File: src/rtl/cache_arbiter.sv
// Round-robin two-client front end for the 2-entry cache: grants one request at a time,
// drives the cache read/write strobes and returns a one-cycle response to the granted client.
module cache_arbiter #(
    parameter int ADDR_W  = 8,
    parameter int DATA_W  = 32,
    parameter int TIMEOUT = 7
) (
    input  logic              clock,
    input  logic              reset,

    input  logic              req0_valid,
    input  logic              req0_write,
    input  logic [ADDR_W-1:0] req0_addr,
    input  logic [DATA_W-1:0] req0_wdata,
    output logic              req0_ready,
    output logic              resp0_valid,
    output logic              resp0_hit,
    output logic              resp0_err,
    output logic [DATA_W-1:0] resp0_rdata,

    input  logic              req1_valid,
    input  logic              req1_write,
    input  logic [ADDR_W-1:0] req1_addr,
    input  logic [DATA_W-1:0] req1_wdata,
    output logic              req1_ready,
    output logic              resp1_valid,
    output logic              resp1_hit,
    output logic              resp1_err,
    output logic [DATA_W-1:0] resp1_rdata,

    output logic [ADDR_W-1:0] cache_addr,
    output logic [DATA_W-1:0] cache_val,
    output logic              cache_read,
    output logic              cache_write,
    input  logic              cache_hit,
    input  logic [DATA_W-1:0] cache_out_val
);

    typedef enum logic [2:0] {
        IDLE, RD_ISSUE, RD_WAIT, WR_ISSUE, WR_WAIT, RESP
    } state_e;

    state_e            state_q;
    logic              gnt_q;
    logic              prio_q;
    logic              ready_q;
    logic [ADDR_W-1:0] addr_q;
    logic [DATA_W-1:0] wdata_q;
    logic [DATA_W-1:0] rdata_q;
    logic              hit_q;
    logic              err_q;
    logic              first_q;
    logic              hit_first_q;
    logic [3:0]        cnt_q;

    logic              any_req;
    logic              pick;
    logic              pick_write;
    logic [3:0]        cnt_inc;
    logic              busy;
    logic              in_resp;

    assign any_req    = req0_valid | req1_valid;
    // Contention goes to prio_q; a lone requester wins outright.
    assign pick       = (req0_valid & req1_valid) ? prio_q : req1_valid;
    assign pick_write = pick ? req1_write : req0_write;
    assign cnt_inc    = cnt_q + 4'd1;

    // NOTE: all state, including the datapath captures, is reset so every output is 0 after reset.
    always_ff @(posedge clock or posedge reset) begin
        if (reset) begin
            state_q     <= IDLE;
            gnt_q       <= 1'b0;
            prio_q      <= 1'b0;
            ready_q     <= 1'b0;
            addr_q      <= '0;
            wdata_q     <= '0;
            rdata_q     <= '0;
            hit_q       <= 1'b0;
            err_q       <= 1'b0;
            first_q     <= 1'b0;
            hit_first_q <= 1'b0;
            cnt_q       <= '0;
        end else begin
            ready_q <= 1'b0;
            case (state_q)
                IDLE: begin
                    if (any_req) begin
                        gnt_q   <= pick;
                        prio_q  <= ~pick;
                        ready_q <= 1'b1;
                        addr_q  <= pick ? req1_addr  : req0_addr;
                        wdata_q <= pick ? req1_wdata : req0_wdata;
                        rdata_q <= '0;
                        hit_q   <= 1'b0;
                        err_q   <= 1'b0;
                        state_q <= pick_write ? WR_ISSUE : RD_ISSUE;
                    end
                end
                RD_ISSUE: state_q <= RD_WAIT;
                RD_WAIT: begin
                    hit_q   <= cache_hit;
                    rdata_q <= cache_hit ? cache_out_val : '0;
                    state_q <= RESP;
                end
                WR_ISSUE: begin
                    cnt_q   <= '0;
                    first_q <= 1'b0;
                    state_q <= WR_WAIT;
                end
                WR_WAIT: begin
                    if (!first_q) begin
                        first_q     <= 1'b1;
                        hit_first_q <= cache_hit;
                    end
                    // A hit in the very first wait cycle means the line was already present.
                    if (cache_hit) begin
                        hit_q   <= first_q ? hit_first_q : 1'b1;
                        state_q <= RESP;
                    end else begin
                        cnt_q <= cnt_inc;
                        if (cnt_inc == 4'(TIMEOUT)) begin
                            err_q   <= 1'b1;
                            hit_q   <= 1'b0;
                            state_q <= RESP;
                        end
                    end
                end
                RESP:    state_q <= IDLE;
                default: state_q <= IDLE;
            endcase
        end
    end

    assign busy        = (state_q != IDLE);
    assign in_resp     = (state_q == RESP);

    assign cache_addr  = busy ? addr_q  : '0;
    assign cache_val   = busy ? wdata_q : '0;
    assign cache_read  = (state_q == RD_ISSUE);
    assign cache_write = (state_q == WR_ISSUE) || (state_q == WR_WAIT);

    assign req0_ready  = ready_q & ~gnt_q;
    assign req1_ready  = ready_q &  gnt_q;

    assign resp0_valid = in_resp & ~gnt_q;
    assign resp0_hit   = resp0_valid & hit_q;
    assign resp0_err   = resp0_valid & err_q;
    assign resp0_rdata = resp0_valid ? rdata_q : '0;

    assign resp1_valid = in_resp & gnt_q;
    assign resp1_hit   = resp1_valid & hit_q;
    assign resp1_err   = resp1_valid & err_q;
    assign resp1_rdata = resp1_valid ? rdata_q : '0;

endmodule
File: config.mk
export PLATFORM = sky130hd
export DESIGN_NAME = cache_arbiter
export DESIGN_NICKNAME = d
export VERILOG_FILES = /design/src/rtl/cache_arbiter.sv
export SDC_FILE = /design/constraint.sdc
export NUM_CORES = 1
export LEC_CHECK = 0
export BUFFER_PORTS_ARGS = -buffer_cell sky130_fd_sc_hd__buf_4
export CORE_UTILIZATION = 30
export CTS_CLUSTER_DIAMETER = 200
export CTS_CLUSTER_SIZE = 16
export DETAILED_ROUTE_END_ITERATION = 16
export GPL_ROUTABILITY_DRIVEN = 0
export SLEW_MARGIN = 20
export SYNTH_ARGS = -nofsm -noshare
export SYNTH_HDL_FRONTEND = slang
export SYNTH_SLANG_ARGS = --single-unit
File: constraint.sdc
create_clock -name clock -period 2.7 [get_ports clock]
set_input_delay 0.27 -clock clock [delete_from_list [all_inputs] [get_ports clock]]
set_output_delay 0.27 -clock clock [all_outputs]
set_load 0.005 [all_outputs]
======== Yosys cells after proc, flatten, opt, wreduce, memory -nomap -nowiden ========
Cells that the tools add are included.
W data, S select, Z words.
cells by class
  bitwise operators ....................... 13
  eq/ne operators ......................... 10
  muxes and demuxes ....................... 29
  reduce and logical (&&, ||, !) cells .... 14
  add/subtract/negate cells ............... 1
operators by type and width
  kind                   number
  $mux W32               6
  $pmux W32 S2           1
  $mux W8                2
  $pmux W3 S5            1
  $mux W1                10
  $reduce_and A2 Y1      5
  $and A1 B1 Y1          9
  $mux W3                3
  $pmux W4 S2            1
  $eq A3 B2 Y1 const B   2
  $eq A3 B3 Y1 const B   2
  $ne A2 B2 Y1 const B   3
  $reduce_bool A2 Y1     3
  $reduce_bool A3 Y1     2
  $add A4 B1 Y4 const B  1
  $eq A4 B3 Y1 const B   1
  $mux W4                1
  $pmux W1 S2            2
  $reduce_and A4 Y1      1
  $eq A3 B1 Y1 const B   1
  $logic_not A3 Y1       1
  $ne A3 B3 Y1 const B   1
  $not A1 Y1             3
  $pmux W1 S3            1
  4 further kinds        4
storage, ports and cells
  output and inout bits ................... 114
  register bits ........................... 86
  logic and storage cells ................. 79
  input bits .............................. 119

======== Longest topological paths before layout ========
  depth in word-level cells ............... 6
  depth in mapped cells ................... 6
  depth with buffers taken out ............ 5

======== Least setup slack after synthesis ========
Ideal clock, no wire load.
  path kind ............................... register to output
  start ................................... register state_q[1]
  end ..................................... output port resp0_rdata[22]
  path buffers ............................ 2
  arrival time ............................ 1.301 ns
  stages on the path, launching flop included .. 5
  data required time ...................... 2.430 ns
  slack ................................... 1.129 ns
  cell sequence ........................... dfrtp_1 > buf_6 > nor4b_4 > buf_2 > and2_1
on the way
  longest elaborated chain between the ends .. 3
RTL lines
  item                      RTL line  source
  start: declaration        43        state_e state_q;
  start signal: assignment  97        state_q <= pick_write ? WR_ISSUE : RD_ISSUE;
  $eq A3 B3 Y1              136       assign in_resp = (state_q == RESP);
  $and A1 B1 Y1             146       assign resp0_valid = in_resp & ~gnt_q;
  via resp0_valid           16        output logic resp0_valid,
  $mux W32                  149       assign resp0_rdata = resp0_valid ? rdata_q : '0;
  end: declaration          19        output logic [DATA_W-1:0] resp0_rdata,
The timed path passes the listed nets, and every way through them passes these cells.

======== Worst setup path in the final report ========
  start ................................... register state_q[1]
  end ..................................... output port cache_val[9]
on the way
  longest elaborated chain between the ends .. 2
RTL lines
  item                RTL line  source
  $reduce_bool A3 Y1  135       assign busy = (state_q != IDLE);
  $mux W32            139       assign cache_val = busy ? wdata_q : '0;
  end: declaration    32        output logic [DATA_W-1:0] cache_val,
Every way passes these cells.

==> flow_summary.toml <==
[final_layout]
diodes = 0
layout.nets = 752
nFillCells = 1366
seqCellArea_um2 = 2150
multi_input_area_um2 = 1840
area_growth_pct = 48.7
drive_gt1_frac = 0.428
final_common_cell = "buf_4"
layout_common_cells = "buf_4 (240), dfrtp_1 (86), and2_1 (69)"

[timing]
min_period_ns = 2.28
fmax_mhz = 438
hold_violations = 0
fin_ws_ns = 0.416
setup_tns_ns = 0
finClkSkew_ns = 0.00621
setup_viol = 0
finalCritPeriodShare = 0.846
holdWs_ns = 0.0578
slew_violations = 0
slew_headroom = 0.471
rsz0062_at_grt = "no"
worst_pin_slew_ns = 0.793

[grt]
grt_use_total = 0.171
antenna_found_initial = 0
grt_pass1_vias = 3913
met1_usage = 0.200
grt_overflow = 0
grt.busiest_layer = "met2"
met2_usage = 0.286
met3_usage = 0.0563
grt_pass1_wl_um = 19800
grt_max_degree = 45

[power_and_ir_drop]
power_uw = 6160
ir_worst_vdd_mv = 0.439
leakage_uw = 0.00347
p_per_area_nw_per_um2 = 941

[floorplan]
die_y_um = 123
core_area_um2 = 14100
die_x_um = 123
io_pins = 233
start_util = 0.312
row_count = 43
die-area_um2 = 15200

[clocking]
cts-root-buf = "clkbuf_16"
ctsResizeCount = 0
cts_htree_levels = 3
clkTransAtPathRegs_ns = 0.07
postCtsSetupRepairBufs = 0
cts_buffer_depth = 2
clk_latency_ns = 0.34
cts_hold_buf = 0
cts_buffers = 9
cts.sinks = 86
cts_tree = "yes"

[yosys]
synth_cells = 412
synth_cell_types = 39
synth_edf_count = 0
avgSynthCellArea_um2 = 10.7
syn_area_um2 = 4400
synth-seq-cells = 86
synth_flop_cell = "dfrtp_1"
yosys_warnings = 0
async_flop_share = 1.00
syn-num-nets = 533
seq_area_frac_synth = 0.489

[worst_setup_path]
worst_path_max_delay_cell = "dfrtp_1"
max_stage_delay_ns = 0.59
crit_path_end_kind = "output port"
setup.worst_path.class = "flip-flop to output port"
crit_path_max_fanout = 24
crit_top_cell = "buf_4"
r2r_slack_ns = 0.58
crit_chain = "nor3_4 > buf_4 > nor2b_1 > buf_4"
worstPathArrival_ns = 2.01
startpoint_type = "flip-flop"
crit_required_ns = 2.43

[route]
vias = 4062
drtIter0Drc = 355
ant_nets = 0
first_pass_iters = 7
routedWlPerCell_um = 16.1
drc = 0
routed_wl_um = 13200
avgViaCountPerCell = 4.98

[placement]
numPortBuffers = 232
place_ws_ns = 0.499
dp_hpwl_um = 9450

[status]
status = "finished clean"

[min_path]
hp-class = "input port to async pin"

[job]
drv_cap = 0
==> path summary, 6_finish.rpt <==
path                                      endpoint  cells after the start                    from
hold / removal             wdata_q[16]$_DFFE_PP0P_                      2                   reset
min in group clock         wdata_q[28]$_DFFE_PP0P_                      3          req0_wdata[28]
max in group asynchronous     cnt_q[1]$_DFFE_PP0P_                      3                   reset
setup reg to reg           wdata_q[25]$_DFFE_PP0P_                      5  state_q[1]$_DFFE_PP0P_
setup / recovery                      cache_val[9]                      4  state_q[1]$_DFFE_PP0P_
hold reg to reg              addr_q[7]$_DFFE_PP0P_                      2   addr_q[7]$_DFFE_PP0P_
==> cell usage after synthesis, types with 2 or more instances <==
master,instances,area (um2)
nor4b_4,2,47.6
ha_1,2,25.0
nand2b_1,2,12.5
and3_1,3,18.8
inv_1,45,169
nor3_1,3,15.0
a21oi_1,9,45.0
nand2_1,7,26.3
nor2b_1,44,275
and2_1,69,432
o21ai_2,2,17.5
dfrtp_1,86,2150
a222oi_1,40,400
a211oi_1,3,22.5
a21o_1,2,15.0
clkbuf_1,7,26.3
clkbuf_2,2,10.0
buf_6,13,146
a31oi_1,2,12.5
a22o_1,32,280
buf_2,12,60.1
o21ai_0,4,20.0
nor2_1,5,18.8
==> registers in the layout (all words and copies together), names as in the netlist <==
register,count
rdata_q,32
wdata_q,32
addr_q,8
cnt_q,4
state_q,3
err_q,1
first_q,1
gnt_q,1
hit_first_q,1
hit_q,1
prio_q,1
ready_q,1
==> critical path: cells and delay by family, from the launching register on <==
| kind | cells | cell delay, ns |
|---|---|---|
| flops | 1 | 0.59 |
| simple gates | 2 | 0.57 |
| buf+inv | 2 | 0.50 |
==> report_power, final <==
part | switching (uW) | internal, uW | total [uW]
logic | 1270 | 1450 | 2720
registers | 428 | 1840 | 2270
clock network | 525 | 653 | 1180
==> area by class of cell <==
type                       instances  share of cell area
clock buffer                      10              0.0365
clock inverter                     6             0.00707
inverter                          46              0.0266
multi-input combinational        245               0.281
sequential                        86               0.329
tap                              180              0.0344
timing repair buffer             243               0.285
==> stage by stage <==
step                cells  area, um2   util
finish                816       6550  0.465
global route          816       6550  0.465
CTS                   815       6520  0.463
detailed placement    799       6240  0.442
global placement      799       6240  0.442
floorplan             412       4400      -
==> metal layers <==
metal,vias to the layer above,part of all wire,routed length [um]
li1,1898,-,-
met1,1932,0.40,5300
met2,219,0.48,6360
met3,13,0.10,1370
met4,0,0.011,142
met5,-,0,0
==> kinds of logic (layout without fill, tap and decap cells) <==
kind of cell | count (synthesis) | count (layout) | synth area share
DFF | 86 | 86 | 0.489
and+or+nand+nor | 144 | 144 | 0.214
buffers and inverters | 81 | 305 | 0.0960
muxes | 1 | 1 | 0.00256
AOI/OAI and AO/OA | 98 | 98 | 0.193
adders and majority gates | 2 | 2 | 0.00568
(Power assumes the default switching activity.)
